<file path="config.mk">
export PLATFORM = sky130hd
export DESIGN_NAME = serial_adder
export DESIGN_NICKNAME = d
export VERILOG_FILES = /design/src/rtl/adder_pkg.sv /design/src/rtl/digit_adder.sv /design/src/rtl/serial_adder.sv
export SDC_FILE = /design/constraint.sdc
export NUM_CORES = 1
export LEC_CHECK = 0
export CAP_MARGIN = 15
export CORE_ASPECT_RATIO = 1.1
export CORE_UTILIZATION = 45
export CTS_CLUSTER_DIAMETER = 50
export DETAILED_ROUTE_END_ITERATION = 7
export PLACE_DENSITY = 0.74
export SKIP_LAST_GASP = 1
export SYNTH_ARGS = -nofsm -noshare
export SYNTH_HDL_FRONTEND = slang
export SYNTH_SLANG_ARGS = --single-unit
</file>
<file path="constraint.sdc">
create_clock -name clk -period 1.4 [get_ports clk]
set_clock_uncertainty 0.15 [all_clocks]
set_input_delay 0.35 -clock clk [delete_from_list [all_inputs] [get_ports clk]]
set_output_delay 0.35 -clock clk [all_outputs]
set_load 0.005 [all_outputs]
</file>
<file path="src/rtl/adder_pkg.sv">
// adder_pkg: types and helpers shared by the serial adder and its digit cell.
//   state_e   - serial_adder control state (2-bit encoding)
//   cnt_width - digit counter width: clog2(n), never less than 1 bit
package adder_pkg;

  typedef enum logic [1:0] {
    IDLE = 2'd0,
    RUN  = 2'd1,
    DONE = 2'd2
  } state_e;

  function automatic int unsigned cnt_width(input int unsigned n);
    int unsigned w;
    w = (n <= 1) ? 1 : unsigned'($clog2(n));
    return w;
  endfunction

endpackage

</file>
<file path="src/rtl/digit_adder.sv">
// digit_adder: combinational DIGIT-bit ripple chain of full-adder cells.
// Ports:
//   a, b   in  DIGIT  addend digits
//   ci     in  1      carry into bit 0
//   s      out DIGIT  digit sum
//   co     out 1      carry out of the top bit
//   c_top  out 1      carry into the top bit (feeds signed overflow)
module digit_adder #(
  parameter int unsigned DIGIT = 1
) (
  input  logic [DIGIT-1:0] a,
  input  logic [DIGIT-1:0] b,
  input  logic             ci,
  output logic [DIGIT-1:0] s,
  output logic             co,
  output logic             c_top
);

  // Carry is carried along as a single variable so the chain stays one
  // sequential evaluation rather than a self-referencing vector.
  logic c;

  always_comb begin
    c     = ci;
    c_top = 1'b0;
    s     = '0;
    for (int unsigned i = 0; i < DIGIT; i++) begin
      if (i == DIGIT - 1) c_top = c;
      s[i] = a[i] ^ b[i] ^ c;
      c    = (a[i] & b[i]) | (c & (a[i] ^ b[i]));
    end
    co = c;
  end

endmodule

</file>
<file path="src/rtl/serial_adder.sv">
// serial_adder: multi-cycle WIDTH-bit adder processing DIGIT bits per clock.
// Ports:
//   clk, rst             clock, asynchronous active-high reset
//   in_valid/in_ready    operand handshake (a, b, cin)
//   a, b, cin            operands and carry-in
//   out_valid/out_ready  result handshake
//   sum, cout, overflow  a+b+cin mod 2^WIDTH, unsigned carry, signed overflow
// Operands accepted at edge t produce out_valid after edge t+WIDTH/DIGIT;
// results are held in DONE until out_ready.
module serial_adder
  import adder_pkg::*;
#(
  parameter int unsigned WIDTH = 8,
  parameter int unsigned DIGIT = 1
) (
  input  logic             clk,
  input  logic             rst,
  input  logic             in_valid,
  output logic             in_ready,
  input  logic [WIDTH-1:0] a,
  input  logic [WIDTH-1:0] b,
  input  logic             cin,
  output logic             out_valid,
  input  logic             out_ready,
  output logic [WIDTH-1:0] sum,
  output logic             cout,
  output logic             overflow
);

  localparam int unsigned NDIG = WIDTH / DIGIT;
  localparam int unsigned CW   = cnt_width(NDIG);

  if (WIDTH < 2 || DIGIT == 0 || (WIDTH % DIGIT) != 0) begin : g_param_check
    $error("serial_adder: WIDTH must be >= 2 and a multiple of DIGIT");
  end

  state_e           state_q, state_d;
  logic [WIDTH-1:0] a_sh_q, a_sh_d;
  logic [WIDTH-1:0] b_sh_q, b_sh_d;
  logic [WIDTH-1:0] sum_q, sum_d;
  logic             carry_q, carry_d;
  logic [CW-1:0]    cnt_q, cnt_d;
  logic             cout_q, cout_d;
  logic             ovf_q, ovf_d;

  logic [DIGIT-1:0] dig_s;
  logic             dig_co;
  logic             dig_ctop;

  digit_adder #(.DIGIT(DIGIT)) u_digit (
    .a     (a_sh_q[DIGIT-1:0]),
    .b     (b_sh_q[DIGIT-1:0]),
    .ci    (carry_q),
    .s     (dig_s),
    .co    (dig_co),
    .c_top (dig_ctop)
  );

  always_comb begin
    state_d = state_q;
    a_sh_d  = a_sh_q;
    b_sh_d  = b_sh_q;
    sum_d   = sum_q;
    carry_d = carry_q;
    cnt_d   = cnt_q;
    cout_d  = cout_q;
    ovf_d   = ovf_q;
    case (state_q)
      IDLE: begin
        if (in_valid) begin
          a_sh_d  = a;
          b_sh_d  = b;
          carry_d = cin;
          cnt_d   = '0;
          state_d = RUN;
        end
      end
      RUN: begin
        a_sh_d  = a_sh_q >> DIGIT;
        b_sh_d  = b_sh_q >> DIGIT;
        // New digit enters at the top; after NDIG steps the low digit
        // computed first has reached bit 0. Written with shifts so the
        // DIGIT == WIDTH case needs no empty slice.
        sum_d   = (sum_q >> DIGIT) | (WIDTH'(dig_s) << (WIDTH - DIGIT));
        carry_d = dig_co;
        cnt_d   = cnt_q + CW'(1);
        if (cnt_q == CW'(NDIG - 1)) begin
          cout_d  = dig_co;
          ovf_d   = dig_ctop ^ dig_co;
          state_d = DONE;
        end
      end
      DONE: begin
        if (out_ready) state_d = IDLE;
      end
      default: state_d = IDLE;
    endcase
  end

  always_ff @(posedge clk or posedge rst) begin
    if (rst) begin
      state_q <= IDLE;
      a_sh_q  <= '0;
      b_sh_q  <= '0;
      sum_q   <= '0;
      carry_q <= 1'b0;
      cnt_q   <= '0;
      cout_q  <= 1'b0;
      ovf_q   <= 1'b0;
    end else begin
      state_q <= state_d;
      a_sh_q  <= a_sh_d;
      b_sh_q  <= b_sh_d;
      sum_q   <= sum_d;
      carry_q <= carry_d;
      cnt_q   <= cnt_d;
      cout_q  <= cout_d;
      ovf_q   <= ovf_d;
    end
  end

  assign in_ready  = (state_q == IDLE);
  assign out_valid = (state_q == DONE);
  assign sum       = sum_q;
  assign cout      = cout_q;
  assign overflow  = ovf_q;

endmodule
</file>
==> results.cfg <==
[synth]
ys_seq_area_frac = 0.500
synth_compound_area_frac = 0.116
synth_top_family_by_area = simple AND/OR/NAND/NOR gates
syn_inst = 134
synth_simple_gate_area_frac = 0.186
syn-num-nets = 158
synthXorXnorAreaFrac = 0.00546
ys_types = 30
netlist_area_mm2 = 0.00160
synth_mux_area_frac = 0.0820
synth-adder-area-share = 0.0281
synth_seq_cells = 32
synth.avg_cell_area_um2 = 12.0
ys.warnings.count = 0

[critical_path]
crit_start = state_q[0]
critPathKind = flip-flop to flip-flop
crit_buf_inv = 3
crit_fanout = 30
worstPathArrival_ns = 1.71
ff2ff_setup_slack_ns = -0.27
path_cells = buf_6, buf_4, o21bai_4, buf_12, a222oi_1
critPathRequiredTime_ns = 1.44
end_kind = flip-flop
endpoint = a_sh_q[6]
cp-start-kind = flip-flop
r2r_start = state_q[0]
ff2ff_path_depth = 5
critPathTopFamily = buffers and inverters
path_depth = 5
r2r_end = a_sh_q[6]
cpPeakStageDelay_ns = 0.38
slowest_stage = dfrtp_1

[final_layout]
area_growth_pct = 40.4
diodes = 0
final_cell_area_mm2 = 0.00225
finalNetCount = 214
drive_gt1_frac = 0.368

[place]
io_buffer_count = 32
dpl_cell_area_mm2 = 0.00203
post-dp-hpwl_um = 2290
gp_congestion = 0.762

[timing]
finalSetupViolations = 31
whs_ns = 0.204
min_period_over_period = 1.19
rsz0062_at_grt = yes
drv_slew = 0
setup_slack_ns = -0.267
finalHoldViolCount = 0
fin_crit_ns = 1.67
slew_headroom = 0.726
worst_slew_pin_slew_ns = 0.411
fmax_mhz = 600

[grt]
grt_max_degree = 33
grt_pass1_wl_um = 5960
antenna_found_initial = 0
grt_use_total = 0.213
grt_overflow = 0
grt_pass1_vias = 1300

[flow_run]
drv_cap = 0

[power_and_ir_drop]
p_per_area_mw_per_mm2 = 2090
p_int_mw = 3.12
pwr-share-seq = 0.346
leakagePower_nw = 1.05
ir_drop_v = 0.00101
pwr-share-comb = 0.528
clockPowerShare = 0.126
p_sw_mw = 1.57
swShare = 0.335

[floorplan]
core_mm2 = 0.00336
die-area_mm2 = 0.00380
die_y_um = 64.6
dieWidth_um = 58.9
io_pins = 33
start_util = 0.477
std_cell_rows = 22

[clock_tree]
cts.sinks = 32
clk_latency_ns = 0.33
cts_tree = yes
cts_root_buf = clkbuf_4
cts-buffers-inserted = 5
clk_pin_slew_ns = 0.09
clockBufferDepth = 2
htree_levels = 2

[min_path]
hold_path.class = primary input to async pin

[routing]
drt_iter0_drc = 46
post_drt_wl_per_cell_um = 15.2
via_per_inst = 5.21
antenna_left = 0
drt_wl_total_um = 3620
met3_length_um = 137
first_pass_iters = 4
wl_met1_um = 1550
met2WireLength_um = 1870
remaining_drc_errors = 0
top_layer_used = met4
vias = 1239

[status]
violations = setup timing
status = complete, but fails checks
metrics by stage:
| step | power (mW) | TNS [ns] | cells | utilization | worst slack, ns |
|---|---|---|---|---|---|
| 6_report | 4.69 | -3.78 | 238 | 0.670 | -0.267 |
| 5_1_grt | 5.02 | -5.77 | 238 | 0.670 | -0.280 |
| 4_1_cts | 4.67 | -3.53 | 236 | 0.665 | -0.235 |
| 3_5_place_dp | 3.66 | -7.10 | 215 | 0.604 | -0.398 |
| 3_3_place_gp | 3.53 | -6.37 | 215 | 0.604 | -0.324 |
| 2_1_floorplan | 2.88 | -0.0559 | 134 | - | -0.0559 |
worst min-delay path, cell delays in order:
cell and delay (ns):
clkdlybuf4s50_1 0.40, inv_1 0.09, buf_12 0.21
registers in the layout (all words and copies together), names as in the netlist:
signal / flops
a_sh_q: 8
b_sh_q: 8
carry_q: 1
cnt_q: 3
cout: 1
overflow: 1
state_q: 2
sum: 8
cell usage after synthesis (all sizes together):
cell	instances	area, um^2
a211oi	10	75.1
a21oi	1	5.00
a221oi	4	35.0
a222oi	1	10.0
a22o	2	17.5
a32o	1	10.0
buf	9	62.6
clkbuf	1	3.75
dfrtp	32	801
fa	1	20.0
ha	2	25.0
inv	18	67.6
mux2	11	131
nand2	1	3.75
nand2b	3	18.8
nand3b	1	20.0
nand4bb	1	11.3
nor2	1	6.26
nor2b	6	45.0
nor3b	14	105
nor4b	10	87.6
o21ai	1	5.00
o21bai	1	18.8
o311ai	1	8.76
xor2	1	8.76
power by group through the flow:
stage	combinational, mW	clock [mW]	sequential, mW
after floorplan	1.25	0	1.63
after global placement	1.90	0	1.63
after detailed placement	1.99	0	1.67
after CTS	2.44	0.610	1.62
after global routing	2.70	0.656	1.67
final	2.48	0.591	1.62
final cells by class:
type | instances | area, um^2
fillers | 269 | 1110
flip-flops and latches | 32 | 802
multi-input cells | 75 | 753
repair buffers | 58 | 502
inverters | 18 | 67.6
clock buffers | 7 | 65.1
well taps | 48 | 60.1
cells in the final DEF (no fill, tap or decap), drive strengths merged:
| cell type | synthesis | layout |
|---|---|---|
| a211oi | 10 | 10 |
| a21oi | 1 | 1 |
| a221oi | 4 | 4 |
| a222oi | 1 | 1 |
| a22o | 2 | 2 |
| a32o | 1 | 1 |
| buf | 9 | 38 |
| clkbuf | 1 | 7 |
| clkdlybuf4s50 | 0 | 20 |
| dfrtp | 32 | 32 |
| fa | 1 | 1 |
| ha | 2 | 2 |
| inv | 18 | 18 |
| mux2 | 11 | 11 |
| nand2 | 1 | 1 |
| nand2b | 3 | 3 |
| nand3b | 1 | 1 |
| nand4bb | 1 | 1 |
| nor2 | 1 | 1 |
| nor2b | 6 | 7 |
| nor3b | 14 | 14 |
| nor4b | 10 | 10 |
| o21ai | 1 | 1 |
| o21bai | 1 | 1 |
| o311ai | 1 | 1 |
| xor2 | 1 | 1 |
how the worst min path moves through the flow:
stage,to,start,cells after the start
after floorplan,state_q[1],out_ready,1
after global placement,b_sh_q[7],b_sh_q[7],1
after detailed placement,sum[0],sum[0],1
after CTS,b_sh_q[2],rst,3
after global routing,sum[1],rst,3
final,cnt_q[1],rst,3
per-layer routing:
| metal | up-vias | GRT usage |
|---|---|---|
| met3 | 8 | 0.0579 |
| met1 | 614 | 0.245 |
| li1 | 588 | - |
| met5 | - | 0 |
| met4 | 0 | 0.0863 |
| met2 | 29 | 0.366 |
logic make-up after synthesis:
kind of cell / count (synthesis)
muxes: 11
adders and majority gates: 3
and+or+nand+nor: 37
xor gates and xnor gates: 1
AOI/OAI and AO/OA: 22
DFF: 32
buffers and inverters: 28
repair_timing:
action,in CTS,in global routing
hold buffers,0,0
pin swaps,2,0
gates resized for setup,70,0
gates cloned,1,0
buffers inserted,13,2
setup endpoints to repair,41,35
No activity file was read; power rests on OpenSTA's default activity.
